===== config.mk =====
export PLATFORM = sky130hd
export DESIGN_NAME = im_loader
export DESIGN_NICKNAME = d
export VERILOG_FILES = /design/src/rtl/im_loader.sv
export SDC_FILE = /design/constraint.sdc
export NUM_CORES = 1
export LEC_CHECK = 0
export BUFFER_PORTS_ARGS = -buffer_cell sky130_fd_sc_hd__buf_2
export CAP_MARGIN = 30
export CORE_AREA = 2 2 108 110
export CTS_CLUSTER_SIZE = 25
export DETAILED_ROUTE_END_ITERATION = 8
export DIE_AREA = 0 0 110 112
export PLACE_DENSITY = 0.83
export SYNTH_ARGS = -nofsm -noshare
export SYNTH_HDL_FRONTEND = slang
export SYNTH_SLANG_ARGS = --single-unit

===== constraint.sdc =====
create_clock -name Clock -period 7.3 [get_ports Clock]
set_clock_uncertainty 0.1 [all_clocks]
set_input_delay 0.365 -clock Clock [delete_from_list [all_inputs] [get_ports Clock]]
set_output_delay 0.365 -clock Clock [all_outputs]
set_load 0.02 [all_outputs]

===== src/rtl/im_loader.sv =====
// ----------------------------------------------------------------------------
// im_loader
// Turns a byte stream into 32-bit instruction words and writes them into
// instruction memory. Words are packed little-endian, and consecutive words go
// to consecutive byte addresses starting at BASE_ADDR. A session ends on the
// byte flagged ByteLast, or when DEPTH words have been written.
//
// Optional feature (macro IM_LOADER_CHECKSUM_EN):
//   After the final word, one extra checksum byte is accepted. It is compared
//   against the running XOR of every instruction byte, and ChkErr is set on a
//   mismatch. When the macro is not defined, no checksum byte is consumed and
//   ChkErr is tied to 0.
//
// Ports:
//   Clock      in   system clock, rising edge
//   Reset      in   synchronous, active-high
//   Start      in   begins a session (ignored unless idle/done)
//   ByteIn     in   [7:0] stream byte
//   ByteValid  in   ByteIn is valid
//   ByteLast   in   ByteIn is the final instruction byte
//   ByteReady  out  loader accepts ByteIn this cycle
//   WrEn       out  one-cycle write strobe per word
//   WrAddr     out  [63:0] byte address of the word being written
//   WrData     out  [31:0] assembled word
//   WordCount  out  [31:0] words written this session
//   Done       out  session complete
//   ChkErr     out  checksum mismatch (held with Done)
// ----------------------------------------------------------------------------
module im_loader #(
    parameter int unsigned DEPTH     = 64,
    parameter logic [63:0] BASE_ADDR = 64'h0
) (
    input  logic        Clock,
    input  logic        Reset,
    input  logic        Start,
    input  logic [7:0]  ByteIn,
    input  logic        ByteValid,
    input  logic        ByteLast,
    output logic        ByteReady,
    output logic        WrEn,
    output logic [63:0] WrAddr,
    output logic [31:0] WrData,
    output logic [31:0] WordCount,
    output logic        Done,
    output logic        ChkErr
);

`ifdef IM_LOADER_CHECKSUM_EN
    typedef enum logic [2:0] {S_IDLE, S_LOAD, S_WRITE, S_CHECK, S_DONE} state_e;
`else
    typedef enum logic [2:0] {S_IDLE, S_LOAD, S_WRITE, S_DONE} state_e;
`endif

    state_e      state_q, state_d;
    logic [63:0] addr_q,  addr_d;
    logic [31:0] data_q,  data_d;
    logic [31:0] count_q, count_d;
    logic [1:0]  idx_q,   idx_d;
    logic        last_q,  last_d;
`ifdef IM_LOADER_CHECKSUM_EN
    logic [7:0]  xor_q,   xor_d;
    logic        chk_q,   chk_d;
`endif

    logic accept;
    assign accept = ByteValid & ByteReady;

    // State and datapath registers
    always_ff @(posedge Clock) begin
        if (Reset) begin
            state_q <= S_IDLE;
            addr_q  <= BASE_ADDR;
            data_q  <= '0;
            count_q <= '0;
            idx_q   <= '0;
            last_q  <= 1'b0;
`ifdef IM_LOADER_CHECKSUM_EN
            xor_q   <= '0;
            chk_q   <= 1'b0;
`endif
        end else begin
            state_q <= state_d;
            addr_q  <= addr_d;
            data_q  <= data_d;
            count_q <= count_d;
            idx_q   <= idx_d;
            last_q  <= last_d;
`ifdef IM_LOADER_CHECKSUM_EN
            xor_q   <= xor_d;
            chk_q   <= chk_d;
`endif
        end
    end

    // Next-state logic
    always_comb begin
        state_d = state_q;
        unique case (state_q)
            S_IDLE:  if (Start) state_d = S_LOAD;
            S_LOAD:  if (accept && (idx_q == 2'd3 || ByteLast)) state_d = S_WRITE;
            S_WRITE: begin
                // The end-of-stream marker takes precedence over the depth limit,
                // so a stream that exactly fills memory still gets its checksum.
                if (last_q) begin
`ifdef IM_LOADER_CHECKSUM_EN
                    state_d = S_CHECK;
`else
                    state_d = S_DONE;
`endif
                end else if (count_q + 32'd1 == DEPTH) begin
                    state_d = S_DONE;
                end else begin
                    state_d = S_LOAD;
                end
            end
`ifdef IM_LOADER_CHECKSUM_EN
            S_CHECK: if (accept) state_d = S_DONE;
`endif
            S_DONE:  if (Start) state_d = S_LOAD;
            default: state_d = S_IDLE;
        endcase
    end

    // Datapath next values
    always_comb begin
        addr_d  = addr_q;
        data_d  = data_q;
        count_d = count_q;
        idx_d   = idx_q;
        last_d  = last_q;
`ifdef IM_LOADER_CHECKSUM_EN
        xor_d   = xor_q;
        chk_d   = chk_q;
`endif
        unique case (state_q)
            S_IDLE, S_DONE: begin
                if (Start) begin
                    addr_d  = BASE_ADDR;
                    count_d = '0;
                    idx_d   = '0;
                    last_d  = 1'b0;
`ifdef IM_LOADER_CHECKSUM_EN
                    xor_d   = '0;
                    chk_d   = 1'b0;
`endif
                end
            end
            S_LOAD: begin
                if (accept) begin
                    // The first byte of a word clears the upper lanes. This
                    // zero-pads a short final word.
                    if (idx_q == 2'd0) begin
                        data_d = {24'h0, ByteIn};
                    end else begin
                        data_d[{idx_q, 3'b000} +: 8] = ByteIn;
                    end
                    idx_d  = idx_q + 2'd1;
                    last_d = ByteLast;
`ifdef IM_LOADER_CHECKSUM_EN
                    xor_d  = xor_q ^ ByteIn;
`endif
                end
            end
            S_WRITE: begin
                count_d = count_q + 32'd1;
                addr_d  = addr_q + 64'd4;
                idx_d   = '0;
            end
`ifdef IM_LOADER_CHECKSUM_EN
            S_CHECK: begin
                if (accept) chk_d = (ByteIn != xor_q);
            end
`endif
            default: ;
        endcase
    end

    // Outputs
    always_comb begin
        ByteReady = 1'b0;
        WrEn      = 1'b0;
        Done      = 1'b0;
        unique case (state_q)
            S_LOAD:  ByteReady = 1'b1;
`ifdef IM_LOADER_CHECKSUM_EN
            S_CHECK: ByteReady = 1'b1;
`endif
            S_WRITE: WrEn      = 1'b1;
            S_DONE:  Done      = 1'b1;
            default: ;
        endcase
    end

    assign WrAddr    = addr_q;
    assign WrData    = data_q;
    assign WordCount = count_q;
`ifdef IM_LOADER_CHECKSUM_EN
    assign ChkErr    = chk_q;
`else
    assign ChkErr    = 1'b0;
`endif

endmodule


==> flow_summary.toml, run 1 <==
[global_route]
grt_max_degree = 73
track_usage = 0.259
grt_pass1_vias = 5348
met1_usage = 0.340
gr-usage-met3 = 0.0656
overflow = 0
grt_use_met2 = 0.405
grt_antenna_before_repair = 0
grt_pass1_wl_um = 25800
grt.busiest_layer = "met2"

[place]
gp_congestion = 0.902
place_ws_ps = 4000
portBuffers = 141
dpl.hpwl_um = 10600

[clocking]
cts_resized = 0
cts_sinks = 131
insertion_delay_ps = 420
clk_pin_slew_ps = 50
cts_buffer_depth = 2
cts_setup_buffers = 0
cts_tree = "built"
htree_num_levels = 4
numCtsBuffers = 17
postCtsHoldBufs = 0
ctsRootBufferMaster = "clkbuf_16"

[cells_and_area]
multiInputGateArea_um2 = 3410
nets = 909
seq_area_um2 = 2620
final.fill_count = 901
drive_gt1_frac = 0.212
antenna_cells = 0
syn_to_final_growth_pct = 21.4

[drt]
detail-route-antenna-nets = 0
detail_route.drc_violations = 0
dr.pass1.iters = 5
drt-total-wl_um = 15800
dr_total_vias = 6015
route.detailed.wl_per_inst_um = 15.2
drtIter0Drc = 601
via_per_inst = 5.79

[critical_path]
end_kind = "flip-flop"
cpMostUsedCell = "and4_1"
critical-path-top-delay-family = "simple AND/OR/NAND/NOR gates"
critPathMaxFanout = 22
crit_type = "reg2reg"
cp-start-kind = "flip-flop"
slowest_stage = "nor3b_2"
path_buf_inv = 1
arrival_ps = 3500
cp.required_ps = 7490
critPathMaxStageDelay_ps = 540
path_cells = "inv_1 > ha_1 > mux2_2 > and4_1 > and4_1 > nor3b_2 > nand3_1 > xor2_1 > nor2_1"

[floorplanning]
die-height_um = 112
die_w_um = 110
die_area_um2 = 12300
rows = 39
start_util = 0.562
io_pins = 145
fp.coreArea_um2 = 11200

[sta]
rsz0062_at_grt = "false"
setup-violations-final = 0
holdWs_ps = 164
final_max_slew_viol_count = 0
min_period_ps = 3310
worstMarginPinSlew_ps = 904
max_clock_freq_mhz = 302
finalSetupTns_ps = 0
slew_headroom = 0.393
timing.final.ws_setup_ps = 3990
fin_crit_sh = 0.454
finalHoldViolCount = 0

[synth]
synthTopCellsByArea = "dfxtp_1 (42%), nor2_1 (7.1%), xor2_1 (5.9%)"
synth.distinct_cells = 57
synth_seq_cells = 131
synth_commonest_cells = "dfxtp_1 (131), nor2_1 (119), nand2_1 (60)"
synth_edf_count = 0
ys_warn_count = 0
synth_most_common_cell = "dfxtp_1"
netlist_instances = 767
synth_top_area_cell = "dfxtp_1"
ys_async_sr_fraction = 0
synth.cell_area_um2 = 6280
synth_top_area_frac = 0.418
synthFlopType = "dfxtp_1"
synth_seq_area_share = 0.418
avgSynthCellArea_um2 = 8.18

[hold_path]
hp-class = "in2reg"

[power_and_ir_drop]
leakage_nw = 3.11
ir_drop_mv = 0.179
p_per_area_nw_per_um2 = 260

[run_status]
outcome = "finished, final reports clean"

[job]
drv_cap = 0
per-layer routing:
metal  up-vias  routed length, µm
met2       220               7480
met5         -                  0
met3        18               1130
li1       2938                  -
met1      2839               7000
met4         0                153
where the power goes:
part | switching, mW | internal, mW | total (mW)
Combinational | 0.263 | 0.0981 | 0.361
Sequential | 0.0176 | 0.734 | 0.751
Clock | 0.293 | 0.578 | 0.871
path summary, 6_finish.rpt:
| check | cells after the start | end | slack [ps] | from |
|---|---|---|---|---|
| worst max register to register | 9 | WrAddr[49] | 3990 | state_q[0] |
| worst min-delay path | 3 | WrData[14] | 160 | ByteIn[6] |
| worst min register to register | 2 | WrData[0] | 360 | WrData[0] |
| worst max-delay path | 9 | WrAddr[49] | 3990 | state_q[0] |
cell families after synthesis:
family | count (synthesis) | share of synthesized area
AND/OR/NAND/NOR | 353 | 0.285
AO/OA/AOI/OAI | 136 | 0.131
flip-flops | 131 | 0.418
XOR/XNOR | 68 | 0.0949
buffers and inverters | 63 | 0.0413
adder cells (fa/ha/maj) | 11 | 0.0219
multiplexers | 4 | 0.00678
other | 1 | 0.000598
cell type report:
type,count,share of cell area
clock inverter,4,0.0125
clock buffer,26,0.0668
sequential,131,0.344
timing repair buffer,147,0.0985
tap,143,0.0235
inverter,13,0.00640
multi-input combinational,575,0.448
worst register-to-register path, delay by kind of cell, from the launching register on:
family	cells	cell delay [ps]
and+or+nand+nor	5	1600
buffers and inverters	1	70
xor gates and xnor gates	1	150
DFF	1	400
muxes	1	510
adders and majority gates	1	350
stage by stage:
stage	power, mW	cell area (µm²)	cells	util
floorplan	1.03	6280	769	-
global placement	1.12	7010	1009	0.628
detailed placement	1.12	7010	1009	0.628
CTS	1.99	7620	1039	0.682
global route	2.07	7620	1039	0.682
finish	1.98	7620	1039	0.682
cells in the final DEF (no fill, tap or decap), types with 3 or more instances in the layout:
cell type,n
buf_2,141
dfxtp_1,131
nor2_1,119
nand2_1,60
nand3_1,50
a21oi_1,50
xor2_1,42
a22oi_1,30
o21ai_0,27
xnor2_1,26
nand4_1,22
and3_1,18
nor3_1,17
clkbuf_16,17
inv_1,13
and4_1,12
nor4_1,12
ha_1,11
or3_1,9
a31oi_1,7
buf_4,6
and2_1,5
clkbuf_8,5
nand3b_1,4
clkbuf_1,4
nor4b_1,3
o31ai_1,3
conb_1,3
bufinv_16,3
registers in the layout (all words and copies together), names as in the netlist:
register,flops
WordCount,32
WrAddr,62
WrData,32
idx_q,2
last_q,1
state_q,2
(Power assumes the default switching activity.)
==> run 2: changes to the inputs <==
--- a/config.mk
+++ b/config.mk
@@ -7,11 +7,11 @@
 export LEC_CHECK = 0
 export BUFFER_PORTS_ARGS = -buffer_cell sky130_fd_sc_hd__buf_2
 export CAP_MARGIN = 30
-export CORE_AREA = 2 2 108 110
+export CORE_AREA = 2 2 111 113
 export CTS_CLUSTER_SIZE = 25
 export DETAILED_ROUTE_END_ITERATION = 8
-export DIE_AREA = 0 0 110 112
-export PLACE_DENSITY = 0.83
+export DIE_AREA = 0 0 113 115
+export PLACE_DENSITY = 0.79
 export SYNTH_ARGS = -nofsm -noshare
 export SYNTH_HDL_FRONTEND = slang
 export SYNTH_SLANG_ARGS = --single-unit
==> constraint.sdc (replaced) <==
create_clock -name Clock -period 3.4 [get_ports Clock]
set_clock_uncertainty 0.1 [all_clocks]
set_input_delay 0.17 -clock Clock [delete_from_list [all_inputs] [get_ports Clock]]
set_output_delay 0.17 -clock Clock [all_outputs]
set_load 0.02 [all_outputs]
==> flow_summary.toml, run 2 (synthesis results as in run 1) <==
[critical_path]
critical-path-top-delay-family = "compound AO/OA/AOI/OAI gates"
slowest_stage = "a2111oi_0"
critPathMaxFanout = 8
arrival_ps = 3190
path_buf_inv = 0
critPathMaxStageDelay_ps = 530
crit_type = "reg2reg"
rrSetupSlack_ps = 470
path_cells = "ha_1 > nand3_1 > nor3_2 > nand3_1 > a2111oi_0 > nand4_1 > a2111oi_0 > a31o_1"
end_kind = "flip-flop"
cp.required_ps = 3660
cp-start-kind = "flip-flop"

[cells_and_area]
nets = 928
antenna_cells = 0
drive_gt1_frac = 0.221
utilization = 0.665
largest_register_ffs = 62
instances_no_fill = 1063
layout_commonest_cell = "buf_2"
syn_to_final_growth_pct = 25.1
layout.cells.most_common_list = "buf_2 (141), dfxtp_1 (131), nor2_1 (119)"

[global_route]
grt_antenna_before_repair = 0
grt_pass1_vias = 5370
grt_pass1_wl_um = 26300
grt_max_degree = 61
overflow = 0
track_usage = 0.249

[power_and_ir_drop]
ir_drop_mv = 0.375
p_per_area_nw_per_um2 = 569
leakage_nw = 3.22
power_mw = 4.47

[clocking]
clk_pin_slew_ps = 50
htree_num_levels = 4
cts_tree = "built"
cts_buffer_depth = 2
ctsRootBufferMaster = "clkbuf_16"
insertion_delay_ps = 420
numCtsBuffers = 17
cts_resized = 0
cts_sinks = 131

[sta]
min_period_ps = 2930
final_max_slew_viol_count = 0
rsz0062_at_grt = "false"
finalSetupTns_ps = 0
fin_crit_sh = 0.861
finalHoldViolCount = 0
slew_headroom = 0.367
worstMarginPinSlew_ps = 949
max_clock_freq_mhz = 342
setup-violations-final = 0

[place]
dpl.cell_count = 1021
gp_congestion = 0.864
dpl.hpwl_um = 11000
portBuffers = 141

[floorplanning]
fp.coreArea_um2 = 11800
io_pins = 145
die_area_um2 = 13000
start_util = 0.531
rows = 40
die-height_um = 115
die_w_um = 113

[drt]
detail_route.drc_violations = 11
route.detailed.wl_per_inst_um = 15.4
drt-total-wl_um = 16400
dr_total_vias = 6029
drtIter0Drc = 479
dr.pass1.iters = 7
detail-route-antenna-nets = 0
via_per_inst = 5.67

[run_status]
outcome = "finished, violations left"
violations = "design-rule violations"

[hold_path]
hp-class = "in2reg"

[job]
drv_cap = 0
-- run 2: cell count changes in the layout (fill, tap and decap cells not counted), sizes merged --
cell         change
clkbuf           -4
clkinv           +1
dlygate4sd3     +11
buf              +8
bufinv           +2
clkinvlp         +2
-- run 2: path summary, 6_finish.rpt --
| check | from | end | cells past startpoint |
|---|---|---|---|
| setup / recovery | WordCount[0] | state_q[1] | 8 |
| hold / removal | ByteValid | idx_q[0] | 4 |
| setup reg to reg | WordCount[0] | state_q[1] | 8 |
| hold reg to reg | WrData[0] | WrData[0] | 2 |
-- run 2: tightest hold or removal path, stage by stage --
cell     delay, ps
buf_2          100
o21ai_0        140
nand2_1        100
a21oi_1         50
-- run 2: final cells by class --
cell class | count | area, µm²
well taps | 147 | 184
flip-flops and latches | 131 | 2620
clock buffers | 22 | 484
inverters | 13 | 48.8
fillers | 964 | 3960
repair buffers | 166 | 921
clock inverters | 9 | 175
multi-input cells | 575 | 3410
-- run 2: power by group --
part / switching [mW] / leakage [nW] / total, mW / internal [mW]
combinational: 0.587 / 1.85 / 0.828 / 0.240
clock: 0.656 / 0.318 / 2.03 / 1.37
sequential: 0.0376 / 1.06 / 1.61 / 1.57
total: 1.28 / 3.22 / 4.47 / 3.19
-- run 2: per-layer routing --
metal	GRT usage	routed length, µm	share of wire
met5	0	0	0
met4	0.101	326	0.020
met3	0.0696	1260	0.077
met2	0.402	7580	0.46
met1	0.317	7220	0.44
-- run 2: timing repair --
| item | 4_1_cts | 5_1_grt |
|---|---|---|
| buffers inserted | 0 | 0 |
| endpoints found under the setup margin | 0 | 0 |
| hold buffers | 11 | 0 |
| endpoints found under the hold margin | 40 | 0 |
-- run 2: metrics by stage --
stage	hold WS (ps)	instance area, µm²	setup WS (ps)
after floorplan	218	6280	766
after global placement	335	7080	648
after detailed placement	344	7080	571
after CTS	71.9	7850	529
after global routing	114	7850	136
final	96.1	7850	473
==> run 3: changes to the inputs <==
==> config.mk (replaced) <==
export PLATFORM = sky130hd
export DESIGN_NAME = im_loader
export DESIGN_NICKNAME = d
export VERILOG_FILES = /design/src/rtl/im_loader.sv
export SDC_FILE = /design/constraint.sdc
export NUM_CORES = 1
export LEC_CHECK = 0
export ABC_AREA = 1
export BUFFER_PORTS_ARGS = -buffer_cell sky130_fd_sc_hd__buf_2
export CAP_MARGIN = 30
export CORE_AREA = 2 2 117 119
export CTS_CLUSTER_SIZE = 25
export DETAILED_ROUTE_END_ITERATION = 8
export DIE_AREA = 0 0 119 121
export PLACE_DENSITY = 0.8
export SYNTH_ARGS = -nofsm -noshare
export SYNTH_HDL_FRONTEND = slang
export SYNTH_SLANG_ARGS = --single-unit
==> flow_summary.toml, run 3 <==
[power_and_ir_drop]
ir_drop_mv = 0.479
power_mw = 4.64
p_per_area_nw_per_um2 = 531
switchingPower_mw = 1.56
power.share.switching = 0.337
clock_power_share = 0.407
power_frac_comb = 0.234
seqPwrFrac = 0.359
internal-power_mw = 3.08
leakage_nw = 3.74

[global_route]
track_usage = 0.296
overflow = 0
grt_pass1_wl_um = 34400
grt_antenna_before_repair = 0
grt_use_met2 = 0.449
gr-usage-met3 = 0.0691
grt_max_degree = 59
met1_usage = 0.415
grt_pass1_vias = 7046
grt.busiest_layer = "met2"

[synth]
synth_seq_cells = 131
synthXorXnorAreaFrac = 0.0110
synth_seq_area_share = 0.366
synth.distinct_cells = 43
synth_commonest_cells = "nand2_1 (303), nor2_1 (140), dfxtp_1 (131)"
synthFlopType = "dfxtp_1"
ys_warn_count = 0
synth_simple_gate_area_share = 0.380
synthTopCellsByArea = "dfxtp_1 (37%), nand2_1 (16%), a21oi_1 (8.2%)"
synth_compound_area_frac = 0.142
ys_async_sr_fraction = 0
synth_top_area_frac = 0.366
synth_edf_count = 0
synth_top_family_by_area = "simple AND/OR/NAND/NOR gates"
synth_most_common_cell = "nand2_1"
synth.cell_area_um2 = 7170
synth_top_area_cell = "dfxtp_1"
avgSynthCellArea_um2 = 6.50
synthMuxAreaShare = 0
netlist_instances = 1104
synthAdderAreaFrac = 0.0192

[clocking]
cts_tree = "built"
ctsRootBufferMaster = "clkbuf_16"
htree_num_levels = 4
numCtsBuffers = 17
insertion_delay_ps = 430
cts_buffer_depth = 2
cts_sinks = 131
clk_pin_slew_ps = 60
cts_resized = 0

[critical_path]
end_kind = "flip-flop"
r2r_end = "WrAddr[32]"
startpoint = "state_q[0]"
crit_type = "reg2reg"
r2r_cells = 12
crit_end = "WrAddr[32]"
cp.required_ps = 3610
r2r-start = "state_q[0]"
critPathMaxFanout = 10
cp-start-kind = "flip-flop"
rrSetupSlack_ps = 630
arrival_ps = 2980

[cells_and_area]
nets = 1279
layout_commonest_cell = "nand2_1"
largest_register_ffs = 62
syn_to_final_growth_pct = 21.9
antenna_cells = 0
stdcell_area_um2 = 8740
utilization = 0.668
instances_no_fill = 1444
layout.cells.most_common_list = "nand2_1 (303), buf_2 (141), nor2_1 (139)"
drive_gt1_frac = 0.174

[floorplanning]
die_w_um = 119
start_util = 0.548
die_area_um2 = 14400
fp.coreArea_um2 = 13100
die-height_um = 121
io_pins = 145
rows = 42

[sta]
setup-violations-final = 0
final_max_slew_viol_count = 0
fin_crit_sh = 0.814
holdWs_ps = 186
max_clock_freq_mhz = 362
min_period_ps = 2770
finalHoldViolCount = 0
finalSetupTns_ps = 0
worstMarginPinSlew_ps = 618
rsz0062_at_grt = "false"
timing.final.ws_setup_ps = 634
slew_headroom = 0.585

[place]
dpl.cell_count = 1401
portBuffers = 141
place_ws_ps = 737
dpl.hpwl_um = 15500
gp_congestion = 0.935
post_dp_cell_area_um2 = 8030

[drt]
dr.pass1.iters = 5
dr_total_vias = 7817
detail_route.drc_violations = 0
drt-total-wl_um = 21100
drtIter0Drc = 867
via_per_inst = 5.41
route.detailed.wl_per_inst_um = 14.6
detail-route-antenna-nets = 0

[job]
drv_cap = 0

[run_status]
outcome = "finished, final reports clean"

[hold_path]
hp-class = "in2reg"
run 3: cell count changes after synthesis, sizes merged, moves of 11 or more:
| cell | before | now |
|---|---|---|
| nor3 | 18 | 35 |
| inv | 13 | 123 |
| a21oi | 50 | 119 |
| a22oi | 30 | 0 |
| nand3b | 4 | 15 |
| xnor2 | 26 | 2 |
| and3 | 18 | 0 |
| clkbuf | 39 | 18 |
| nand2 | 60 | 315 |
| xor2 | 42 | 7 |
| o21ai | 29 | 52 |
| nor2 | 121 | 155 |
| and4 | 12 | 0 |
run 3: worst max-delay path: stages (launching register included):
cell and delay [ps]:
dfxtp_1 390, inv_1 70, ha_1 310, inv_2 100, nor2_2 80, a21oi_4 370, nand4_1 210, nor2_1 240
nand3_1 110, nor3_1 330, nand2_1 120, o21ai_0 160, a21oi_1 60
run 3: how the worst min path moves through the flow:
stage / start / endpoint / slack (ps) / depth (start not counted)
detailed placement: ByteLast / last_q / 350 / 3
finish: Reset / WrData[26] / 190 / 4
global route: Reset / WrData[12] / 230 / 4
CTS: Reset / WrData[26] / 190 / 4
floorplan: ByteIn[0] / WrData[16] / 210 / 2
global placement: ByteLast / last_q / 340 / 3
run 3: logic make-up (layout without fill, tap and decap cells):
group           count (synthesis)  count (layout)
simple gates                  611             611
fa+ha+maj                      11              11
compound gates                190             190
xor+xnor                        9               9
buf+inv                       151             313
flops                         131             131
other cells                     1               3
run 3: layer usage:
metal | share of wire | vias to the layer above | wire length (µm)
met5 | 0 | - | 0
met4 | 0.023 | 0 | 484
met3 | 0.079 | 39 | 1670
met2 | 0.44 | 303 | 9230
met1 | 0.46 | 3582 | 9710
li1 | - | 3893 | -
run 3: power by group through the flow:
stage	logic, mW	clock network, mW	registers, mW
final	1.08	1.89	1.67
after global routing	1.19	1.98	1.68
after CTS	1.08	1.90	1.67
after detailed placement	1.06	0	1.70
after global placement	1.03	0	1.70
after floorplan	0.702	0	1.75
run 3: repair_timing:
action / CTS / global route
buffers inserted: 0 / 0
hold buffers: 11 / 0
endpoints found under the hold margin: 23 / 0
run 3: cell type report:
class	count	area, µm²
fillers	1185	4340
multi-input cells	824	3970
flip-flops and latches	131	2620
repair buffers	158	861
clock buffers	22	474
inverters	123	462
well taps	176	220
clock inverters	10	130
